==> config.mk <==
export PLATFORM = sky130hd
export DESIGN_NAME = demux1to2_64
export DESIGN_NICKNAME = d
export VERILOG_FILES = /design/src/rtl/demux1to2_64.sv
export SDC_FILE = /design/constraint.sdc
export NUM_CORES = 1
export LEC_CHECK = 0
export ABC_AREA = 1
export ABC_CLOCK_PERIOD_IN_PS = 5280
export BUFFER_PORTS_ARGS = -buffer_cell sky130_fd_sc_hd__buf_2
export CAP_MARGIN = 15
export CORE_MARGIN = 5
export CORE_UTILIZATION = 35
export DETAILED_ROUTE_END_ITERATION = 8
export PLACE_DENSITY = 0.59
export SYNTH_ARGS = -nofsm -noshare
export SYNTH_HDL_FRONTEND = slang
export SYNTH_SLANG_ARGS = --single-unit
==> constraint.sdc <==
create_clock -name clk -period 5.28 [get_ports clk]
set_input_delay 0.264 -clock clk [delete_from_list [all_inputs] [get_ports clk]]
set_output_delay 0.264 -clock clk [all_outputs]
set_load 0.03 [all_outputs]
==> src/rtl/demux1to2_64.sv <==
// rtl/demux1to2_64.sv - 1:2 demux into two DEPTH x 64 FIFOs; DEMUX_CNT_EN adds per-port delivered-word counters
module demux1to2_64 #(
   parameter int DEPTH = 2
) (
   input  logic                      clk,
   input  logic                      rst,
   input  logic [63:0]               in_data,
   input  logic                      in_valid,
   input  logic                      sel,
   output logic                      in_ready,
   output logic [63:0]               o0_data,
   output logic                      o0_valid,
   input  logic                      o0_ready,
   output logic [63:0]               o1_data,
   output logic                      o1_valid,
   input  logic                      o1_ready,
   output logic [$clog2(DEPTH):0]    lvl0,
   output logic [$clog2(DEPTH):0]    lvl1,
   output logic [15:0]               cnt0,
   output logic [15:0]               cnt1
);

   localparam int AW = $clog2(DEPTH);
   localparam int LW = AW + 1;
   localparam logic [LW-1:0] FULL_LVL = LW'(DEPTH);

   logic [63:0]   mem0_q [DEPTH];
   logic [63:0]   mem1_q [DEPTH];
   logic [AW-1:0] wp0_q, wp0_d, rp0_q, rp0_d;
   logic [AW-1:0] wp1_q, wp1_d, rp1_q, rp1_d;
   logic [LW-1:0] lvl0_q, lvl0_d, lvl1_q, lvl1_d;
   logic          push0, push1, pop0, pop1;

   // Handshakes: in_ready looks only at the selected FIFO's level, so a
   // same-cycle pop on a full FIFO never opens room for a push.
   always_comb begin
      in_ready = sel ? (lvl0_q != FULL_LVL) : (lvl1_q != FULL_LVL);
      o0_valid = (lvl0_q != '0);
      o1_valid = (lvl1_q != '0);
      push0    = in_valid && in_ready && sel;
      push1    = in_valid && in_ready && !sel;
      pop0     = o0_valid && o0_ready;
      pop1     = o1_valid && o1_ready;
   end

   // Head words are forced to zero while a FIFO is empty, so stale memory never leaks out.
   always_comb begin
      o0_data = o0_valid ? mem0_q[rp0_q] : 64'h0;
      o1_data = o1_valid ? mem1_q[rp1_q] : 64'h0;
      lvl0    = lvl0_q;
      lvl1    = lvl1_q;
   end

   // Next-state pointers and levels; pointers wrap naturally since DEPTH is a power of two.
   always_comb begin
      wp0_d  = wp0_q + AW'(push0);
      rp0_d  = rp0_q + AW'(pop0);
      wp1_d  = wp1_q + AW'(push1);
      rp1_d  = rp1_q + AW'(pop1);
      lvl0_d = lvl0_q + LW'(push0) - LW'(pop0);
      lvl1_d = lvl1_q + LW'(push1) - LW'(pop1);
   end

   // Pointer and level registers, cleared asynchronously so buffered words are discarded at once.
   always_ff @(posedge clk or posedge rst) begin
      if (rst) begin
         wp0_q  <= '0;
         rp0_q  <= '0;
         wp1_q  <= '0;
         rp1_q  <= '0;
         lvl0_q <= '0;
         lvl1_q <= '0;
      end else begin
         wp0_q  <= wp0_d;
         rp0_q  <= rp0_d;
         wp1_q  <= wp1_d;
         rp1_q  <= rp1_d;
         lvl0_q <= lvl0_d;
         lvl1_q <= lvl1_d;
      end
   end

   // Storage arrays need no reset: their contents are only visible when the level is non-zero.
   always_ff @(posedge clk) begin
      if (push0) mem0_q[wp0_q] <= in_data;
      if (push1) mem1_q[wp1_q] <= in_data;
   end

`ifdef DEMUX_CNT_EN
   logic [15:0] cnt0_q, cnt0_d, cnt1_q, cnt1_d;

   // Delivered-word counters advance on every pop and wrap at 16 bits.
   always_comb begin
      cnt0_d = cnt0_q + 16'(pop0);
      cnt1_d = cnt1_q + 16'(pop1);
   end

   // Counter registers share the asynchronous reset of the FIFO state.
   always_ff @(posedge clk or posedge rst) begin
      if (rst) begin
         cnt0_q <= '0;
         cnt1_q <= '0;
      end else begin
         cnt0_q <= cnt0_d;
         cnt1_q <= cnt1_d;
      end
   end

   assign cnt0 = cnt0_q;
   assign cnt1 = cnt1_q;
`else
   assign cnt0 = 16'h0;
   assign cnt1 = 16'h0;
`endif

endmodule

==> summary.md <==
| Metric | Value |
|---|---|
| Clk pin slew, worst setup/hold paths | `roughly 60 ps` |
| Slowest CP cell | `nor2_4` |
| Setup crit end kind | `primary output` |
| Final setup fails | `0` |
| Synth cell types | `18` |
| Comb power frac | `0.428` |
| Synth Warn # | `0` |
| Final period utilization | `0.531` |
| Fin nets | `~1100` |
| Overflow after GRT | `0` |
| Largest cells by area after synthesis | `edfxtp_1, nand2_1, a21oi_1` |
| Mapped Area | `between 10000 and 15000 µm²` |
| Starting Density | `0.352` |
| Clock Power Share | `0.233` |
| Final Skew | `11.3 ps` |
| Sequential share of power | `0.339` |
| Mean Syn Cell Area | `13.2 µm²` |
| Count leader, synth | `nand2_1` |
| Delay-heaviest family, CP | `simple AND/OR/NAND/NOR gates` |
| Clock buffer depth | `3` |
| Die Y-Extent | `between 150 and 200 µm` |
| Final WL | `between 20000 and 25000 µm` |
| Crit Path Category | `flip-flop to primary output` |
| Most common flop cell mapped by yosys | `edfxtp_1` |
| Status | `finished clean` |
| Crit path DAT | `between 2000 and 3000 ps` |
| Worst-case vdd ir drop | `approximately 0.00039 V` |
| Most frequent cells after synthesis | `nand2_1, edfxtp_1, a21oi_1` |
| HP Class | `input port to flip-flop` |
| Footprint of the multi-input gates | `2010 µm²` |
| PortBufs | `204` |
| Fmax | `around 0.36 GHz` |
| Critical Path Start Type | `flip-flop` |
| Cells along the critical path | `nor2_4 > buf_4 > a21oi_1 > buf_2` |
| DR vias | `between 6000 and 7000` |
| FF/Latch Area | `7890 µm²` |
| Crit path largest cell delay | `between 700 and 800 ps` |
| Core ar. | `between 20000 and 30000 µm²` |
| Synth Instances | `just under 800` |
| Placer Congestion | `~0.73` |
| Worst hold margin | `just over 70 ps` |
| P_sw | `~3400 µW` |
| CP bufs+invs | `2` |
| Clk sinks | `~260` |
| All-Layer GR Usage | `0.144` |
| Largest fanout on the critical path | `35` |
| Switching Fraction | `0.433` |
| Post-synth EDFFs | `256` |
| Finished Core Util | `0.444` |
| CTS H-tree lvls | `1` |
| Vias/cell | `about 4.5` |
| Dpl hpwl | `around 14000 µm` |
| Clock root cell | `clkbuf_16` |
| Min setup slack post-route | `roughly 2500 ps` |
| Max_cap viols | `0` |
| RSZ-0062 raised after global routing | `no` |
| CTS tree | `built` |
| Antenna Cells | `0` |
| Initial antenna violation count | `0` |
| Sequential-to-total area share from yosys stat | `0.762` |
| Post-route ant nets | `0` |
| Pleak | `between 0.005 and 0.006 µW` |
| Post-route setup TNS | `0 ps` |
| Layout area overhead | `26.1%` |
| Final instance area | `13100 µm²` |
| Vias in the first global route | `roughly 6700` |
| Shortest period the worst path allows | `around 2800 ps` |
| Slew headroom | `0.265` |
| Pre-antenna DRT Iters | `5` |
| Post-synth top area share | `0.743` |
| Slew @ Worst Pin | `~1100 ps` |
| Post-synthesis register bit count | `roughly 260` |
| Die Wd | `between 150 and 200 µm` |
| Synth async-reset ratio | `0.0303` |
| First-pass GRT wire length | `38000 µm` |
| Area after DPL | `between 10000 and 15000 µm²` |
| Clk_lat worst skew | `roughly 530 ps` |
| Count of pins over their slew limit | `0` |
| # rows | `between 60 and 70` |
| Drc violations | `0` |
| Filler cells | `about 2700` |
| Num CTS Buffers | `28` |
| Area leader, netlist | `edfxtp_1` |
| Cell-internal power | `between 4000 and 5000 µW` |
| Power per cell area | `between 600 and 700 nW/µm²` |
| Per-cell routed wire length | `roughly 17 µm` |
| Final Hold Vio Count | `0` |
| Die ar. | `33100 µm²` |
| Drt first-iter violations | `303` |
| Critical Path RT | `~5000 ps` |
| Post-place setup slack | `roughly 2700 ps` |
| IO Pins | `between 200 and 250` |
| Layout cells sized above 1 | `0.238` |
| Largest net degree at the start of global routing | `66` |
[cell families (layout without fill, tap and decap cells)]
logic type	after synthesis	after routing	share of synthesized area
AOI/OAI and AO/OA	132	132	0.0643
adders and majority gates	8	8	0.00967
buffers and inverters	97	348	0.0607
DFF	264	264	0.762
other	1	32	0.000362
and+or+nand+nor	281	281	0.103
[final cells by class]
class	instances	area share
repair buffers	275	0.132
well taps	390	0.0374
clock buffers	42	0.0593
flip-flops and latches	264	0.605
clock inverters	8	0.00662
multi-input cells	453	0.154
inverters	23	0.00662
[power groups by stage]
stage	registers (µW)	logic, µW	clock network, µW
detailed placement	2750	3450	0
global placement	2740	3430	0
floorplan	2770	2420	0
global route	2730	3700	2000
CTS	2710	3500	1910
finish	2700	3410	1860
[through the flow]
| stage | cells | total power (µW) |
|---|---|---|
| finish | 1455 | 7970 |
| global route | 1455 | 8420 |
| CTS | 1455 | 8110 |
| detailed placement | 1340 | 6190 |
| global placement | 1340 | 6170 |
| floorplan | 814 | 5190 |
[state kept, by name, indices dropped and copies added, names as in the netlist]
register and flops:
lvl0 2, mem0_q 128, rp1_q 1, rp0_q 1, wp0_q 1, wp1_q 1, mem1_q 128, lvl1 2
[what timing repair did]
action,4_1_cts,5_1_grt
gates resized for setup,0,0
buffers inserted,0,0
endpoints found under the setup margin,0,0
hold buffers,65,0
hold endpoints to repair,264,0
[routing by layer]
layer	GRT usage	vias to the layer above	wire length (µm)
li1	-	3183	-
met1	0.172	3175	10200
met2	0.264	204	12500
met3	0.0359	34	1870
met4	0.0309	0	354
met5	0	-	0
[path summary, 6_finish.rpt]
path	startpoint	endpoint	slack, ps	cells after the start
min in group asynchronous	rst	lvl1[0]	240	3
hold / removal	o0_ready	rp0_q	70	4
max in group asynchronous	rst	rp1_q	4750	3
setup / recovery	lvl1[0]	o1_data[12]	2480	4
setup reg to reg	lvl0[0]	lvl0[1]	2780	9
hold reg to reg	lvl0[0]	lvl0[0]	640	1
[worst min-delay path: stages]
cell and delay [ps]:
buf_2 100, inv_1 60, o21ai_0 80, nand2_1 60
[cells in the final DEF, fill, tap and decap left out, drive strengths merged]
| cell type | count |
|---|---|
| ha | 8 |
| inv | 23 |
| conb | 32 |
| a21oi | 128 |
| buf | 210 |
| bufinv | 2 |
| o211ai | 2 |
| nor2 | 6 |
| clkbuf | 42 |
| dlygate4sd3 | 65 |
| dfrtp | 8 |
| nand3 | 2 |
| nand2 | 273 |
| o21ai | 2 |
| clkinv | 6 |
| edfxtp | 256 |
Power figures use the tool's default switching activity.
